$ cat src/rtl/dm_arb_pkg.sv
// Shared types and sizing helpers for the data-memory port arbiter.
package dm_arb_pkg;

    typedef enum logic [1:0] {
        D_IDLE = 2'd0,
        D_WAIT = 2'd1,
        D_DONE = 2'd2
    } dbg_state_t;

    localparam int STARVE_MAX_DEF = 4;
    localparam int STARVE_W       = $clog2(STARVE_MAX_DEF + 1);

    // Counter width for an arbitrary starvation limit (module parameters cannot reach the package).
    function automatic int starve_width(input int max_cnt);
        return $clog2(max_cnt + 1);
    endfunction

endpackage

$ cat src/rtl/dm_arb_starve_cnt.sv
// Saturating starvation counter: counts CPU grants while a debug read waits.
// Registered count, next-state applied on posedge; clear has priority over increment.
module dm_arb_starve_cnt #(
    parameter int W = 3
) (
    input  logic         clk,
    input  logic         rst,
    input  logic         inc_i,
    input  logic         clr_i,
    input  logic [W-1:0] max_i,
    output logic         at_max_o
);

    logic [W-1:0] cnt_q;
    logic [W-1:0] cnt_d;

    assign at_max_o = (cnt_q == max_i);

    always_comb begin
        cnt_d = cnt_q;
        if (clr_i) begin
            cnt_d = '0;
        end else if (inc_i && !at_max_o) begin
            cnt_d = cnt_q + W'(1);
        end
    end

    always_ff @(posedge clk or posedge rst) begin
        if (rst) begin
            cnt_q <= '0;
        end else begin
            cnt_q <= cnt_d;
        end
    end

endmodule

$ cat src/rtl/dm_port_arbiter.sv
// Cycle-by-cycle arbiter sharing the DM port between the MEM stage (zero latency) and a debug reader.
// CPU is stalled only in cycles the debug read wins; debug waits at most STARVE_MAX+1 cycles.
module dm_port_arbiter
    import dm_arb_pkg::*;
#(
    parameter int ADDR_W     = 32,
    parameter int DATA_W     = 32,
    parameter int DBG_ADDR_W = 10,
    parameter int STARVE_MAX = 4
) (
    input  logic                  clk,
    input  logic                  rst,
    input  logic                  cpu_req,
    input  logic                  cpu_we,
    input  logic [ADDR_W-1:0]     cpu_addr,
    input  logic [DATA_W-1:0]     cpu_wdata,
    output logic [DATA_W-1:0]     cpu_rdata,
    output logic                  cpu_ack,
    output logic                  cpu_stall,
    input  logic                  dbg_req,
    input  logic [DBG_ADDR_W-1:0] dbg_addr,
    output logic [DATA_W-1:0]     dbg_rdata,
    output logic                  dbg_ack,
    output logic [ADDR_W-1:0]     dm_addr,
    output logic [DATA_W-1:0]     dm_wdata,
    output logic                  dm_re,
    output logic                  dm_we,
    input  logic [DATA_W-1:0]     dm_rdata
);

    localparam int               CNT_W   = starve_width(STARVE_MAX);
    localparam logic [CNT_W-1:0] CNT_MAX = CNT_W'(STARVE_MAX);

    dbg_state_t        state_q;
    logic [DATA_W-1:0] dbg_rdata_q;
    logic              dbg_ack_q;

    logic              in_wait;
    logic              starve_hit;
    logic              dbg_win;
    logic              cpu_win;
    logic [ADDR_W-1:0] dbg_byte_addr;

    assign in_wait       = (state_q == D_WAIT);
    assign dbg_win       = in_wait & dbg_req & (~cpu_req | starve_hit);
    assign cpu_win       = cpu_req & ~dbg_win;
    assign dbg_byte_addr = {{(ADDR_W-DBG_ADDR_W-2){1'b0}}, dbg_addr, 2'b00};

    dm_arb_starve_cnt #(
        .W (CNT_W)
    ) u_starve (
        .clk      (clk),
        .rst      (rst),
        .inc_i    (cpu_win & in_wait),
        .clr_i    (dbg_win | ~in_wait),
        .max_i    (CNT_MAX),
        .at_max_o (starve_hit)
    );

    // Outputs are forced quiet during reset so a store in flight is dropped at once.
    always_comb begin
        dm_addr  = cpu_addr;
        dm_wdata = cpu_wdata;
        dm_re    = 1'b0;
        dm_we    = 1'b0;
        if (!rst) begin
            if (dbg_win) begin
                dm_addr = dbg_byte_addr;
                dm_re   = 1'b1;
            end else if (cpu_win) begin
                dm_re = ~cpu_we;
                dm_we = cpu_we;
            end
        end
    end

    assign cpu_rdata = dm_rdata;
    assign cpu_ack   = ~rst & cpu_win;
    assign cpu_stall = ~rst & cpu_req & dbg_win;
    assign dbg_rdata = dbg_rdata_q;
    assign dbg_ack   = dbg_ack_q;

    always_ff @(posedge clk or posedge rst) begin
        if (rst) begin
            state_q     <= D_IDLE;
            dbg_rdata_q <= '0;
            dbg_ack_q   <= 1'b0;
        end else begin
            dbg_ack_q <= 1'b0;
            case (state_q)
                D_IDLE: begin
                    if (dbg_req) begin
                        state_q <= D_WAIT;
                    end
                end
                D_WAIT: begin
                    if (!dbg_req) begin
                        state_q <= D_IDLE;
                    end else if (dbg_win) begin
                        dbg_rdata_q <= dm_rdata;
                        dbg_ack_q   <= 1'b1;
                        state_q     <= D_DONE;
                    end
                end
                D_DONE: begin
                    state_q <= D_IDLE;
                end
                default: begin
                    state_q <= D_IDLE;
                end
            endcase
        end
    end

endmodule

$ cat config.mk
export PLATFORM = sky130hd
export DESIGN_NAME = dm_port_arbiter
export DESIGN_NICKNAME = d
export VERILOG_FILES = /design/src/rtl/dm_arb_pkg.sv /design/src/rtl/dm_arb_starve_cnt.sv /design/src/rtl/dm_port_arbiter.sv
export SDC_FILE = /design/constraint.sdc
export NUM_CORES = 1
export LEC_CHECK = 0
export CORE_AREA = 2 2 95 97
export CTS_CLUSTER_SIZE = 24
export DETAILED_ROUTE_END_ITERATION = 12
export DIE_AREA = 0 0 97 99
export DONT_BUFFER_PORTS = 1
export PLACE_DENSITY = 0.5
export SLEW_MARGIN = 0
export SYNTH_ARGS = -nofsm -noshare
export SYNTH_HDL_FRONTEND = slang
export SYNTH_SLANG_ARGS = --single-unit
export TNS_END_PERCENT = 50
$ cat constraint.sdc
create_clock -name clk -period 5.2 [get_ports clk]
set_input_delay 0.52 -clock clk [delete_from_list [all_inputs] [get_ports clk]]
set_output_delay 0.52 -clock clk [all_outputs]
set_load 0.05 [all_outputs]
==> results of run 1 <==
cells in the final DEF (no fill, tap or decap):
master / synthesis / final
dfrtp_1: 38 / 38
mux2_4: 25 / 25
and2_1: 22 / 22
mux2_2: 17 / 17
clkbuf_8: 0 / 5
nor2_1: 3 / 3
nor2b_1: 3 / 3
mux2i_1: 2 / 2
nand2_1: 2 / 2
inv_1: 3 / 2
nor3b_1: 3 / 2
and3_1: 2 / 2
o21a_1: 2 / 2
ha_1: 2 / 2
clkinv_2: 0 / 2
a21bo_4: 1 / 1
and2b_1: 1 / 1
and3_4: 1 / 1
or2b_1: 1 / 1
nand4b_1: 1 / 1
o21ai_0: 1 / 1
nand3_1: 1 / 1
clkinv_1: 0 / 1
nor3b_2: 0 / 1
nand2b_1: 1 / 1
a21oi_1: 1 / 1
buf_4: 64 / 1
critical path, delay by kind of cell, from the launching register on:
family / cells / cell delay [ns]
mux: 1 / 0.67
fa+ha+maj: 1 / 0.21
buf+inv: 1 / 0.08
flops: 1 / 0.40
compound gates: 1 / 0.18
simple gates: 1 / 0.62
worst paths after layout:
check,to,cells after the start,from
hold reg to reg,state_q[0]$_DFFE_PP0P_,1,state_q[0]$_DFFE_PP0P_
setup reg to reg,dbg_rdata[6]$_DFFE_PP0P_,5,u_starve.cnt_q[0]$_DFFE_PP0P_
min in group clk,state_q[0]$_DFFE_PP0P_,2,dbg_req
setup / recovery,dm_addr[9],5,u_starve.cnt_q[0]$_DFFE_PP0P_
hold / removal,dbg_rdata[0]$_DFFE_PP0P_,1,rst
max in group asynchronous,dbg_rdata[13]$_DFFE_PP0P_,2,rst
registers in the layout (all words and copies together), names as in the netlist:
| register | flops |
|---|---|
| dbg_ack | 1 |
| dbg_rdata | 32 |
| state_q | 2 |
| u_starve.cnt_q | 3 |
kinds of logic (layout without fill, tap and decap cells):
group / after synthesis / count (layout) / synth area share
and+or+nand+nor: 41 / 41 / 0.1057
DFF: 38 / 38 / 0.3918
AOI/OAI and AO/OA: 5 / 5 / 0.01701
buffers and inverters: 74 / 11 / 0.2335
adders and majority gates: 2 / 2 / 0.01031
muxes: 44 / 44 / 0.2418
metal layers:
metal,share of wire,vias up,routed length (um),GRT usage
met2,0.46,95,1861,0.1004
met1,0.42,516,1692,0.1040
met5,0,-,0,0
li1,-,472,-,-
met3,0.11,14,429,0.03546
met4,0.021,0,87,0.04117
area by class of cell:
type | count | area, um2
inverters | 3 | 11.26
multi-input cells | 92 | 914.6
flip-flops and latches | 38 | 950.9
repair buffers | 1 | 7.507
well taps | 108 | 135.1
clock buffers | 5 | 68.82
clock inverters | 2 | 10.01
fillers | 884 | 6452
metrics by stage:
step	instances	setup WS, ns	hold WS, ns	cell area (um2)	total power, W
6_report	249	2.235	0.1511	2098	0.001011
5_1_grt	249	2.000	0.1833	2098	0.001064
4_1_cts	249	2.184	0.1636	2098	0.001036
3_5_place_dp	242	2.470	0.4580	2019	0.0008311
3_3_place_gp	242	2.514	0.4470	2019	0.0008311
2_1_floorplan	204	1.970	0.4297	2427	0.0009401
power by group:
part / internal, W / switching, W
combinational: 0.0000917 / 0.000101
clock: 0.0000900 / 0.0000993
sequential: 0.000356 / 0.000273
==> metrics.md, run 1 <==
| Metric | Value |
|---|---|
| Status | finished clean |
| Detailed Route WL | 4.070 mm |
| Reg2Reg Setup Slack | 3.18 ns |
| Post-synthesis register bit count | 38 |
| Drt wl/cell | 16.35 um |
| Top cell type by total area after synthesis | dfrtp_1 |
| Yosys top cell area share | 0.3918 |
| Main flop type after synthesis | dfrtp_1 |
| IO Pins | 244 |
| Crit path kind | reg -> out |
| Share of synthesized registers carrying an async set or reset | 1.000 |
| CP Launch Type | flop |
| Crit path max-delay cell type | mux2_2 |
| Width of the die | 97 um |
| Critical path endpoint category | output port |
| Nets | 254 |
| Power per cell area | 481.9 mW/mm2 |
| Syn Nets | 317 |
| Die height | 99 um |
| Core area | 0.008551 mm2 |
| Cell Rows | 34 |
| Final ANT Viol Nets | 0 |
| Number of max-cap violations | 0 |
| Syn avg cell area | 11.90 um2 |
| Final Hold Fails | 0 |
| Synth-to-Final Area Change | -13.56% |
| Root Driver | clkbuf_8 |
| Number of antenna violations at the first check in global routing | 0 |
| Layout cell share with drive strength beyond 1 | 0.3759 |
| Worst path cell trace | inv_1 -> ha_1 -> a21bo_4 -> nand3_1 -> mux2_2 |
| Via density | 4.406 |
| Vias in the first global route | 1,069 |
| Clock Sinks | 38 |
| GRT Util Overall | 0.07677 |
| Gp weighted congestion | 0.6838 |
| Count leader, synth | buf_4 |
| Setup Viol. Count Final | 0 |
| CP max FO | 32 |
| Cell variety after synth | 27 |
| Largest cells by area after synthesis | dfrtp_1, buf_4, mux2_4 |
| DRC | 0 |
| Die area | 0.009603 mm2 |
| Max-Slew Margin vs Limit | 0.4060 |
| CTS Buf Count | 5 |
| CP max stage delay | 0.67 ns |
| Fin. max-slew vios | 0 |
| Top post-synthesis cells by count | buf_4, dfrtp_1, mux2_4 |
| RSZ-0062 raised after global routing | no |
| Clock Skew | 0.003641 ns |
| GRT overflow | 0 |
| Post-CTS setup buffers | 0 |
| Period utilization | 0.5703 |
| Initial Util | 0.2839 |
| CTS tree | yes |
| WP data required | 4.68 ns |
| H-tree depth | 2 |
| Seq/Total Area, Yosys | 0.3918 |
| Slew @ Worst Pin | 0.8885 ns |
| First-pass GRT wire length | 5.685 mm |
| CTS max path bufs | 2 |
| Achievable Freq | 337.2 MHz |
| Post-layout min period | 2.965 ns |
| Post_cts resized | 0 |
| Synth warn | 0 |
| DR iter-0 viols | 13 |
| Post-synth EDFFs | 0 |
| # hold bufs at CTS | 0 |
| Via count | 1,097 |
| IO Port Bufs | 0 |
| Critical path data arrival time | 2.45 ns |
| Max rail drop VDD | 145.9 uV |
| Worst skew pair latency | 0.28 ns |
| Worst-path clk slew | 0.07 ns |
| Mapped Area | 0.002427 mm2 |
| Setup_tns | 0 ns |
| Hold crit path type | in -> async |
| Synthesized instance count | 204 |
| Largest net degree at the start of global routing | 38 |
| Core Util, Final | 0.2454 |
| Drt first pass iters | 4 |
| Inserted Diodes | 0 |
| DP HPWL | 2.993 mm |
| P_leak | 0.8993 nW |
(Power assumes the default switching activity.)
==> run 2, diff against run 1 <==
Clock period 5.2 ns to 3 ns, I/O delays scaled along.
==> run 2 against run 1 <==
  * Final area rose by 2.5%
  * Critical path type unchanged
  * Largest power group unchanged
  * Power up 77%
  * Via count is 4.2% higher
  * Clock power rose by 90%
  * Final cell count rose by 2.4%
  * Combinational power rose by 75%
  * Register-to-register slack lost 2.3 ns
  * Sequential power grew 73%
  * Global-route usage increased by 0.19 points
==> metrics.md, run 2 (synthesis gave the netlist of run 1 again) <==
| Metric | Value |
|---|---|
| Nets | 259 |
| Core Util, Final | 0.2515 |
| Worst skew pair latency | 0.28 ns |
| Logic pwr share | 0.188 |
| CP max stage delay | 0.53 ns |
| Period utilization | 0.8002 |
| Number of max-cap violations | 0 |
| Gp weighted congestion | 0.6750 |
| Crit path kind | reg -> out |
| DRC | 0 |
| Drt wl/cell | 16.58 um |
| FILL cells | 873 |
| Detailed Route WL | 4.229 mm |
| Clock Skew | 0.004857 ns |
| Critical path endpoint category | output port |
| Worst-path clk slew | 0.08 ns |
| Max-Slew Margin vs Limit | 0.5352 |
| Inserted Diodes | 0 |
| Vias in the first global route | 1,141 |
| Clock share of power | 0.201 |
| Post-layout min period | 2.401 ns |
| Critical path data arrival time | 2.10 ns |
| Via density | 4.482 |
| Setup Viol. Count Final | 0 |
| Via count | 1,143 |
| P_leak | 0.9279 nW |
| Core area | 0.008551 mm2 |
| Storage cell area | 950.9 um2 |
| DP HPWL | 3.153 mm |
| Clock Sinks | 38 |
| Number of antenna violations at the first check in global routing | 0 |
| Setup_tns | 0 ns |
| Cell Rows | 34 |
| Reg2Reg Setup Slack | 0.85 ns |
| DR iter-0 viols | 22 |
| Largest register FFs | 32 |
| Root Driver | clkbuf_8 |
| Commonest non-fill, non-tap cell in the layout | dfrtp_1 |
| Commonest non-fill, non-tap cells in the layout | dfrtp_1, mux2_4, and2_1 |
| CTS max path bufs | 2 |
| RSZ-0062 raised after global routing | no |
| CP max FO | 22 |
| Placed Area | 0.002049 mm2 |
| IO Port Bufs | 0 |
| Hold crit path type | in -> reg |
| Crit path max-delay cell type | and3_1 |
| Width of the die | 97 um |
| CTS Buf Count | 5 |
| Post-route setup slack | 0.5993 ns |
| Layout cell share with drive strength beyond 1 | 0.3878 |
| Drt first pass iters | 4 |
| Status | finished clean |
| Sw Pwr | 0.0008218 W |
| Sw frac | 0.4599 |
| WP data required | 2.70 ns |
| Area of the multi-input gates | 914.6 um2 |
| CP Launch Type | flop |
| Initial Util | 0.2839 |
| CTS tree | yes |
| Non-Filler Instances | 255 |
| Worst path cell trace | inv_1 -> ha_1 -> a21bo_4 -> and3_4 -> and3_1 |
| Die height | 99 um |
| First-pass GRT wire length | 5.927 mm |
| Die area | 0.009603 mm2 |
| Internal power | 0.0009651 W |
| IO Pins | 244 |
| Slew @ Worst Pin | 0.6929 ns |
| Sequential share of power | 0.610 |
| H-tree depth | 2 |
| Cell area after layout | 0.002151 mm2 |
| Final Hold Fails | 0 |
| Largest net degree at the start of global routing | 33 |
| GRT Util Overall | 0.07871 |
| Achievable Freq | 416.5 MHz |
| Power per cell area | 830.8 mW/mm2 |
| Max rail drop VDD | 225.8 uV |
| GRT overflow | 0 |
| Synth-to-Final Area Change | -11.39% |
| Fin. max-slew vios | 0 |
| Total placed cells including tap cells | 246 |
| Final ANT Viol Nets | 0 |
| Pre-CTS WS | 0.8212 ns |
-- run 2: changes by cell type in the layout (fill, tap and decap cells not counted) --
cell / previous run / this run
clkbuf_1: 0 / 1
clkinv_2: 2 / 1
clkbuf_8: 5 / 6
dlygate4sd3_1: 0 / 1
buf_4: 1 / 5
-- run 2: final timing paths --
kind	from	endpoint	cells past startpoint
min	dbg_req	state_q[0]$_DFFE_PP0P_	2
min reg2reg	state_q[0]$_DFFE_PP0P_	state_q[0]$_DFFE_PP0P_	1
max in group asynchronous	rst	dbg_rdata[15]$_DFFE_PP0P_	3
max	u_starve.cnt_q[0]$_DFFE_PP0P_	cpu_stall	5
max reg2reg	u_starve.cnt_q[0]$_DFFE_PP0P_	dbg_rdata[0]$_DFFE_PP0P_	6
min in group asynchronous	rst	dbg_rdata[10]$_DFFE_PP0P_	2
-- run 2: cell type report --
type / instances / share of cell area
clock buffer: 7 / 0.04014
clock inverter: 1 / 0.002327
inverter: 3 / 0.005236
multi-input combinational: 92 / 0.4252
sequential: 38 / 0.4421
tap: 108 / 0.06283
timing repair buffer: 6 / 0.02211
-- run 2: power by group through the flow --
stage | clock network, W | registers, W | logic [W]
final | 0.000360 | 0.00109 | 0.000337
after floorplan | 0 | 0.00108 | 0.000548
after CTS | 0.000381 | 0.00109 | 0.000342
after detailed placement | 0 | 0.00110 | 0.000338
after global placement | 0 | 0.00111 | 0.000333
after global routing | 0.000405 | 0.00110 | 0.000358
-- run 2: what timing repair did --
item / 4_1_cts / 5_1_grt
resized for setup: 0 / 0
buffers inserted: 0 / 0
hold buffers: 1 / 0
hold endpoints to repair: 16 / 0
-- run 2: metrics by stage --
step | hold WS [ns] | power, W
finish | 0.1414 | 0.001787
global route | 0.1395 | 0.001866
CTS | 0.1362 | 0.001818
detailed placement | 0.2432 | 0.001442
global placement | 0.2392 | 0.001442
floorplan | 0.4233 | 0.001630
-- run 2: per-layer routing --
layer  vias up  routed length, um  GRT usage
li1        483                  -          -
met1       558               1740    0.09912
met2        92               2041     0.1175
met3        10                384    0.03475
met4         0                 63    0.03359
met5         -                  0          0
-- run 2: critical path, delay by kind of cell, from the launching register on --
family | cells | cell delay (ns)
flops | 1 | 0.40
fa+ha+maj | 1 | 0.20
buf+inv | 1 | 0.08
compound gates | 1 | 0.18
simple gates | 2 | 0.96
==> run 3, diff against run 2 <==
Clock period 3 ns to 2.4 ns, I/O delays scaled along.
==> run 3 against run 2 <==
  * Combinational power grew 57%
  * Power rose by 37%
  * Critical path depth is 1 higher
  * Sequential cell count is the same
  * Clock skew grew 0.00091 ns
  * First-iteration DRC count is 27% higher
  * Die area stayed put
==> metrics.md, run 3 (synthesis gave the netlist of run 1 again) <==
| Metric | Value |
|---|---|
| CP max FO | 32 |
| Nets | 283 |
| RR Startpoint | u_starve.cnt_q[0]$_DFFE_PP0P_ |
| Vias in the first global route | 1,200 |
| Commonest non-fill, non-tap cell in the layout | dfrtp_1 |
| Clock Skew | 0.005767 ns |
| Worst-path clk slew | 0.07 ns |
| Total placed cells including tap cells | 270 |
| Number of max-cap violations | 0 |
| Period utilization | 0.9306 |
| IO Port Bufs | 0 |
| Cell area after layout | 0.002653 mm2 |
| CP Launch Type | flop |
| WHS Endpoint | state_q[0]$_DFFE_PP0P_ |
| Drt first pass iters | 4 |
| CTS tree | yes |
| IO Pins | 244 |
| Post-CTS setup buffers | 0 |
| Final ANT Viol Nets | 0 |
| Drt wl/cell | 17.10 um |
| Core Util, Final | 0.3102 |
| WP data required | 2.16 ns |
| P_leak | 1.165 nW |
| Reg2Reg Setup Slack | 0.45 ns |
| RSZ-0062 raised after global routing | no |
| Crit path kind | reg -> out |
| DP HPWL | 3.739 mm |
| R2R cell count | 6 |
| Slew @ Worst Pin | 0.5253 ns |
| Inserted Diodes | 0 |
| Via count | 1,205 |
| Die height | 99 um |
| Storage cell area | 950.9 um2 |
| Final Hold Fails | 0 |
| Hold crit path type | in -> reg |
| Post_cts resized | 0 |
| FILL cells | 840 |
| CTS max path bufs | 2 |
| Synth-to-Final Area Change | 9.278% |
| First-pass GRT wire length | 6.982 mm |
| Area of the multi-input gates | 914.6 um2 |
| Layout cell share with drive strength beyond 1 | 0.4824 |
| Gp weighted congestion | 0.7061 |
| Fin. max-slew vios | 0 |
| Worst hold slack | 0.07809 ns |
| Worst skew pair latency | 0.28 ns |
| DRC | 0 |
| Via density | 4.335 |
| # hold bufs at CTS | 1 |
| Status | finished clean |
| Setup_tns | 0 ns |
| Clock Sinks | 38 |
| GRT Util Overall | 0.09209 |
| Min-Delay Path Depth | 2 |
| Critical path data arrival time | 1.99 ns |
| Commonest non-fill, non-tap cells in the layout | dfrtp_1, mux2_4, buf_12 |
| H-tree depth | 2 |
| GRT overflow | 0 |
| Non-Filler Instances | 278 |
| Cell Rows | 34 |
| Max rail drop VDD | 285.0 uV |
| Post-layout min period | 2.233 ns |
| Power per cell area | 920.7 mW/mm2 |
| Core area | 0.008551 mm2 |
| Max-Slew Margin vs Limit | 0.6500 |
| Die area | 0.009603 mm2 |
| Initial Util | 0.2839 |
| Placed Area | 0.002530 mm2 |
| CP max stage delay | 0.48 ns |
| Root Driver | clkbuf_8 |
| RR Endpoint | dbg_rdata[21]$_DFFE_PP0P_ |
| Crit path max-delay cell type | mux2_2 |
| Width of the die | 97 um |
| Achievable Freq | 447.7 MHz |
| Largest register FFs | 32 |
| Hold Path Origin | dbg_req |
| CTS Buf Count | 5 |
| DR iter-0 viols | 28 |
| Number of antenna violations at the first check in global routing | 0 |
| Worst path cell trace | inv_1 -> ha_1 -> a21bo_4 -> nand3_1 -> buf_12 -> mux2_2 |
| Setup Viol. Count Final | 0 |
| Largest net degree at the start of global routing | 33 |
| Detailed Route WL | 4.754 mm |
| Critical path endpoint category | output port |
[run 3: changes by cell type in the layout (fill, tap and decap cells not counted)]
cell	before	now
buf_12	0	24
bufinv_16	0	1
clkbuf_1	1	0
clkinv_1	1	0
clkinv_2	1	0
inv_2	0	1
[run 3: how the worst max path moves through the flow]
stage,from,to,slack [ns],cells past startpoint
final,u_starve.cnt_q[0]$_DFFE_PP0P_,dm_addr[4],0.17,6
after global routing,u_starve.cnt_q[0]$_DFFE_PP0P_,cpu_stall,0.05,6
after CTS,u_starve.cnt_q[0]$_DFFE_PP0P_,dm_addr[4],0.14,6
after detailed placement,u_starve.cnt_q[0]$_DFFE_PP0P_,dbg_rdata[26]$_DFFE_PP0P_,0.44,6
after global placement,u_starve.cnt_q[0]$_DFFE_PP0P_,dbg_rdata[22]$_DFFE_PP0P_,0.48,6
after floorplan,u_starve.cnt_q[0]$_DFFE_PP0P_,dm_we,0.18,7
[run 3: worst max-delay path: cells and delay by family (launching register included)]
family / cells / cell delay, ns
compound gates: 1 / 0.25
buf+inv: 2 / 0.25
mux: 1 / 0.48
simple gates: 1 / 0.13
flops: 1 / 0.37
fa+ha+maj: 1 / 0.23
[run 3: routing by layer]
layer,wire (um),track usage,vias to the layer above
met5,0,0,-
met4,72,0.03575,0
met3,395,0.03617,18
met2,2384,0.1442,86
met1,1902,0.1146,567
li1,-,-,534
[run 3: metrics by stage]
stage / total power, W / worst slack (ns)
after floorplan: 0.002038 / 0.1791
after global placement: 0.001910 / 0.4835
after detailed placement: 0.001914 / 0.4441
after CTS: 0.002485 / 0.1446
after global routing: 0.002546 / 0.04582
final: 0.002442 / 0.1666
[run 3: power breakdown]
| part | internal [W] | switching, W | total, W |
|---|---|---|---|
| clock | 0.000332 | 0.000214 | 0.000547 |
| sequential | 0.000772 | 0.000595 | 0.00137 |
| combinational | 0.000292 | 0.000238 | 0.000529 |
| total | 0.00140 | 0.00105 | 0.00244 |
[run 3: layout make-up]
class,instances,area share
Sequential cell,38,0.3585
Multi-Input combinational cell,92,0.3448
Timing Repair Buffer,30,0.1991
Tap cell,108,0.05094
Clock buffer,6,0.03113
Clock inverter,1,0.01132
Inverter,3,0.004245
